`config.mk`:
```
export PLATFORM = sky130hd
export DESIGN_NAME = alu_sequencer
export DESIGN_NICKNAME = d
export VERILOG_FILES = /design/src/rtl/alu_sequencer.sv
export SDC_FILE = /design/constraint.sdc
export NUM_CORES = 1
export LEC_CHECK = 0
export ABC_AREA = 0
export BUFFER_PORTS_ARGS = -buffer_cell sky130_fd_sc_hd__buf_2
export CORE_MARGIN = 2
export CORE_UTILIZATION = 45
export DETAILED_ROUTE_END_ITERATION = 16
export PLACE_DENSITY = 0.79
export SYNTH_ARGS = -nofsm -noshare
export SYNTH_HDL_FRONTEND = slang
export SYNTH_SLANG_ARGS = --single-unit
```
`constraint.sdc`:
```
create_clock -name clock -period 2.2 [get_ports clock]
set_input_delay 0.11 -clock clock [delete_from_list [all_inputs] [get_ports clock]]
set_output_delay 0.11 -clock clock [all_outputs]
set_load 0.01 [all_outputs]
```
`src/rtl/alu_sequencer.sv`:
```
// Issue-side sequencer for the nRISC ALU: registers decoded operands,
// waits a fixed latency, then returns the captured result over valid/ready.
module alu_sequencer #(
  parameter int WIDTH       = 8,
  parameter int ALU_LATENCY = 1
) (
  input  logic             clock,
  input  logic             reset,
  input  logic             req_valid,
  output logic             req_ready,
  input  logic [7:0]       req_instr,
  input  logic [WIDTH-1:0] req_a,
  input  logic [WIDTH-1:0] req_b,
  output logic [2:0]       alu_control,
  output logic [WIDTH-1:0] alu_a,
  output logic [WIDTH-1:0] alu_b,
  output logic [2:0]       alu_shamt,
  input  logic [WIDTH-1:0] alu_out,
  input  logic             alu_zero,
  output logic             rsp_valid,
  input  logic             rsp_ready,
  output logic [WIDTH-1:0] rsp_data,
  output logic             rsp_zero,
  output logic [2:0]       rsp_op,
  output logic             busy,
  output logic [7:0]       op_count
);

  typedef enum logic [1:0] {IDLE, EXEC, RESP} state_e;

  localparam logic [2:0] CNT_INIT = 3'(ALU_LATENCY - 1);

  state_e           state_q, state_d;
  logic [2:0]       ctl_q, ctl_d;
  logic [2:0]       shamt_q, shamt_d;
  logic [WIDTH-1:0] a_q, a_d;
  logic [WIDTH-1:0] b_q, b_d;
  logic [WIDTH-1:0] chain_q, chain_d;
  logic [2:0]       cnt_q, cnt_d;
  logic             rsp_valid_q, rsp_valid_d;
  logic [WIDTH-1:0] rsp_data_q, rsp_data_d;
  logic             rsp_zero_q, rsp_zero_d;
  logic [2:0]       rsp_op_q, rsp_op_d;
  logic [7:0]       op_count_q, op_count_d;
  logic [WIDTH-1:0] opa;

  always_ff @(posedge clock) begin
    if (reset) begin
      state_q     <= IDLE;
      ctl_q       <= '0;
      shamt_q     <= '0;
      a_q         <= '0;
      b_q         <= '0;
      chain_q     <= '0;
      cnt_q       <= '0;
      rsp_valid_q <= 1'b0;
      rsp_data_q  <= '0;
      rsp_zero_q  <= 1'b0;
      rsp_op_q    <= '0;
      op_count_q  <= '0;
    end else begin
      state_q     <= state_d;
      ctl_q       <= ctl_d;
      shamt_q     <= shamt_d;
      a_q         <= a_d;
      b_q         <= b_d;
      chain_q     <= chain_d;
      cnt_q       <= cnt_d;
      rsp_valid_q <= rsp_valid_d;
      rsp_data_q  <= rsp_data_d;
      rsp_zero_q  <= rsp_zero_d;
      rsp_op_q    <= rsp_op_d;
      op_count_q  <= op_count_d;
    end
  end

  // chain_q is zero until the first capture, so early chains read 0
  assign opa = req_instr[0] ? chain_q : req_a;

  always_comb begin
    state_d     = state_q;
    ctl_d       = ctl_q;
    shamt_d     = shamt_q;
    a_d         = a_q;
    b_d         = b_q;
    chain_d     = chain_q;
    cnt_d       = cnt_q;
    rsp_valid_d = rsp_valid_q;
    rsp_data_d  = rsp_data_q;
    rsp_zero_d  = rsp_zero_q;
    rsp_op_d    = rsp_op_q;
    op_count_d  = op_count_q;
    unique case (state_q)
      IDLE: begin
        if (req_valid) begin
          state_d = EXEC;
          ctl_d   = req_instr[7:5];
          shamt_d = req_instr[4:2];
          cnt_d   = CNT_INIT;
          if (req_instr[1]) begin
            a_d = req_b;
            b_d = opa;
          end else begin
            a_d = opa;
            b_d = req_b;
          end
        end
      end
      EXEC: begin
        if (cnt_q == 3'd0) begin
          state_d     = RESP;
          rsp_valid_d = 1'b1;
          rsp_data_d  = alu_out;
          rsp_zero_d  = alu_zero;
          rsp_op_d    = ctl_q;
          chain_d     = alu_out;
          op_count_d  = op_count_q + 8'd1;
        end else begin
          cnt_d = cnt_q - 3'd1;
        end
      end
      RESP: begin
        if (rsp_ready) begin
          state_d     = IDLE;
          rsp_valid_d = 1'b0;
        end
      end
      default: state_d = IDLE;
    endcase
  end

  always_comb begin
    req_ready   = (state_q == IDLE);
    busy        = (state_q != IDLE);
    alu_control = ctl_q;
    alu_shamt   = shamt_q;
    alu_a       = a_q;
    alu_b       = b_q;
    rsp_valid   = rsp_valid_q;
    rsp_data    = rsp_data_q;
    rsp_zero    = rsp_zero_q;
    rsp_op      = rsp_op_q;
    op_count    = op_count_q;
  end

endmodule

```
Yosys cells after proc, flatten, opt, wreduce, memory -nomap -nowiden
Cells that the tools add are included.
{"block": "word_totals", "register_bits": 48, "in_bits": 37, "out_inout_bits": 45, "wordCells": 42}
{"block": "classes", "n_addsub": 2, "n_eq_ne": 6, "mux": 13, "reduce_logical": 10}
{"operator": "$mux 8", "count": 3}
{"operator": "$reduce_and 3->1", "count": 3}
{"operator": "$add 8x1->8 const B", "count": 1}
{"operator": "$ne 2x2->1 const B", "count": 4}
{"operator": "$mux 2", "count": 3}
{"operator": "$mux 3", "count": 2}
{"operator": "$pmux 2 s3", "count": 1}
{"operator": "$pmux 3 s2", "count": 1}
{"operator": "$reduce_bool 2->1", "count": 3}
{"operator": "$reduce_and 2->1", "count": 2}
{"operator": "$logic_not 3->1", "count": 1}
{"operator": "$sub 3x1->3 const B", "count": 1}
{"operator": "$eq 2x1->1 const B", "count": 1}
{"operator": "$eq 2x2->1 const B", "count": 1}
{"operator": "$logic_not 2->1", "count": 1}
{"operator": "$mux 1", "count": 2}
{"operator": "$pmux 1 s2", "count": 1}

Depth between registers and ports, before layout
{"block": "depth", "depth_word": 3, "depth_mapped": 7, "ltp_nobuf": 5}

Worst setup path after synthesis
Ideal clock, no wire load.
{"block": "synth_timing", "path_type": "flip-flop to flip-flop", "start": "register cnt_q[0]", "end": "register op_count_q[4], in the netlist op_count[4]", "setup_time_ns": 0.121, "t_arrival_ns": 1.413, "required_ns": 2.079, "path_slack_ns": 0.666, "stages_incl_launch_ff": 7, "period_less_slack_ns": 1.534, "path_cell_list": "dfxtp_1 -> inv_1 -> ha_1 -> nor4bb_1 -> buf_2 -> nand4_1 -> mux2_2"}
{"block": "synth_between", "elab_chain_len": 2}
{"element": "from (decl)", "line_no": "39", "rtl": "logic [2:0] cnt_q, cnt_d;"}
{"element": "from (signal assigned)", "line_no": "68", "rtl": "cnt_q <= cnt_d;"}
{"element": "$logic_not 3->1", "line_no": "110", "rtl": "if (cnt_q == 3'd0) begin"}
{"element": "$reduce_and 2->1 (no source line)"}
{"element": "to (signal assigned)", "line_no": "73", "rtl": "op_count_q <= op_count_d;"}
{"element": "to (decl)", "line_no": "44", "rtl": "logic [7:0] op_count_q, op_count_d;"}
Every way passes these cells.
A chain may end at the register's enable or synchronous reset.

Worst setup path after layout
Ends and elaborated chain as after synthesis.

==> impl_results.md <==
- Status: finished, final reports clean
- H-tree depth: 2
- Clock root cell: clkbuf_8
- Layout Nets: 361
- Skew-Pair Late Insertion Delay: roughly 0.31 ns
- Worst Path Required: 2.40 ns
- Startpoint Class: register
- Initial antenna violation count: 0
- Endpoints failing hold: 0
- Non-Filler Instances: 376
- Slowest stage delay, CP: ~0.33 ns
- Routability cong.: 0.795
- DIE WIDTH: 72.9 um
- Total GRT Usage: 0.195
- Critical Path Slowest Stage Cell: dfxtp_1
- Largest area contributor in the netlist: dfxtp_1
- Synthesized instance count: ~240
- Setup violations, final: 0
- Drt initial violations: 79
- Average size of a mapped cell: ~9 um^2
- Leakage: 0.00117 uW
- Number of remaining DRC errors: 0
- Crit path DAT: ~1.9 ns
- Number of port buffers: 81
- Post-synthesis cell type count: 31
- Core area: 0.00466 mm^2
- Slew @ Worst Pin: 0.502 ns
- WL/cell: roughly 14 um
- Resize count post-CTS: 0
- Gr ovfl total: 0
- Largest net degree at the start of global routing: 25
- Vias/cell: 5.18
- Crit path time final: between 1.5 and 2 ns
- # hold bufs at CTS: 0
- TritonCTS Buffers: 5
- Initial Util: 0.458
- Crit path capture type: register
- Final std cell area, no fill: ~0.0027 mm^2
- Synth async-reset ratio: 0
- Antenna cells: 0
- Clk_skew: ~0.0086 ns
- Cell area after synthesis: 0.00214 mm^2
- Sink Count: 48
- Placed cell count: 368
- Area contributors post-synth: dfxtp_1 45%, a21oi_1 8.4%, nand2_1 8.4%
- Routed vias: 1947
- Max Root-Sink Buffers: 2
- Syn nets: 284
- Dpl hpwl: 3650 um
- Post-DP Area: 0.00259 mm^2
- Fmax: 601 MHz
- Crit-path leading delay family: simple AND/OR/NAND/NOR gates
- Routed Antenna Nets: 0
- Area growth from synthesis to layout: 25.4%
- Ys flop type: dfxtp_1
- Power, Total: 1840 uW
- Max-slew violation count: 0
- Yosys top cell area share: 0.450
- Router iterations before antenna repair: 5
- HP Class: primary input to register
- Seq/Total Area, Yosys: 0.450
- Warnings, synthesis: 0
- Share of layout cells above drive strength 1: 0.345
- Post-synth EDFFs: 0
- Die area: 0.00531 mm^2
- Final core utilization: 0.575
- Power per cell area: 688 mW/mm^2
- Reg clk slew, reported paths: ~0.1 ns
- Max_cap viols: 0
- Crit share post-route: 0.756
- RSZ-0062 raised after global routing: no
- Row count: 25
- Postcts setup bufs: 0
- First-pass GRT wire length: 7890 um
- Maximum VDD drop: 0.000395 V
- Most frequent cells after synthesis: 48 x dfxtp_1, 48 x nand2_1, 36 x a21oi_1
- Crit Path Class: register to register
- Ports: 82
- Worst path bufs/invs: 2
- Register area: 961 um^2
- Layout fillers: 432
- Vias in the first global route: 1698
- Critical-path maximum fanout: 7
- Critical Path, Cell by Cell: inv_1 -> ha_1 -> nor4bb_4 -> buf_4 -> nand4_1 -> mux2_2
- Max transition margin: 0.665
- Flip-flop and latch count after synthesis: 48
- DRT Wirelength: slightly above 5000 um
- TritonCTS clock tree: yes
- Final TNS setup: 0 ns
- Multi-input gate area: 0.00108 mm^2
- Die H: 72.9 um
[worst min-delay path: stages]
cell and delay, ns:
buf_2 0.09, nand2_1 0.04, a21oi_1 0.05
[routing by layer]
metal / track usage / up-vias / part of all wire
li1: - / 1000 / -
met1: 0.241 / 877 / 0.48
met2: 0.319 / 62 / 0.46
met3: 0.0483 / 8 / 0.043
met4: 0.0926 / 0 / 0.020
met5: 0 / - / 0
[state kept, by name, indices dropped and copies added (netlist names)]
| name | flops |
|---|---|
| state_q | 2 |
| rsp_zero | 1 |
| op_count | 8 |
| rsp_valid | 1 |
| alu_a | 8 |
| cnt_q | 3 |
| rsp_data | 8 |
| alu_shamt | 3 |
| rsp_op | 3 |
| alu_b | 8 |
| alu_control | 3 |
[cell usage in the layout, fill, tap and decap left out]
cell | netlist | routed
buf_4 | 0 | 7
nand2_1 | 48 | 48
nor2_1 | 4 | 4
a21oi_1 | 36 | 36
nand3b_1 | 9 | 9
o31ai_1 | 4 | 4
o211ai_1 | 10 | 10
dfxtp_1 | 48 | 48
mux2_2 | 9 | 9
nor2b_1 | 2 | 2
a21o_1 | 1 | 1
o21ai_0 | 9 | 9
a211oi_1 | 1 | 1
nand2b_1 | 10 | 10
ha_1 | 3 | 3
clkinv_4 | 0 | 1
or3b_2 | 2 | 2
clkbuf_8 | 0 | 5
or2_2 | 1 | 1
nor3b_2 | 1 | 1
xnor2_1 | 1 | 1
or4_1 | 5 | 5
nand4bb_4 | 1 | 1
buf_2 | 6 | 81
a2111oi_0 | 1 | 1
mux2i_1 | 8 | 8
nor4bb_4 | 0 | 1
clkinvlp_4 | 0 | 2
nand3_1 | 2 | 2
inv_1 | 5 | 5
nand4_1 | 2 | 2
or3_1 | 2 | 2
[stage by stage]
stage	worst slack (ns)	hold WS, ns
global placement	0.601	0.348
floorplan	0.666	0.246
finish	0.536	0.0230
CTS	0.531	0.0203
global route	0.423	0.0185
detailed placement	0.536	0.357
[cells by family (layout without fill, tap and decap cells)]
kind of cell	count (synthesis)	in the layout	synth area share
and+or+nand+nor	90	90	0.227
AOI/OAI and AO/OA	62	62	0.166
DFF	48	48	0.450
buffers and inverters	23	101	0.0510
muxes	17	17	0.0849
adders and majority gates	3	3	0.0176
xor gates and xnor gates	1	1	0.00410
[path summary, 6_finish.rpt]
| check | cells past startpoint | slack (ns) | start | endpoint |
|---|---|---|---|---|
| worst max register to register | 6 | 0.54 | cnt_q[0] | op_count[4] |
| worst min register to register | 2 | 0.46 | alu_shamt[0] | alu_shamt[0] |
| worst max-delay path | 6 | 0.54 | cnt_q[0] | op_count[4] |
| worst min-delay path | 3 | 0.02 | req_instr[6] | alu_control[1] |
[report_power, final]
part	internal (uW)	switching [uW]	total, uW
Sequential	923	41.3	964
Combinational	152	188	340
Clock	225	313	538
Total	1300	542	1840
[layout make-up]
type                       count  area share
multi-input combinational    173       0.404
tap                           54      0.0252
inverter                       5     0.00701
timing repair buffer          88       0.171
clock inverter                 3     0.00887
clock buffer                   5      0.0257
sequential                    48       0.359
(Power assumes the default switching activity.)
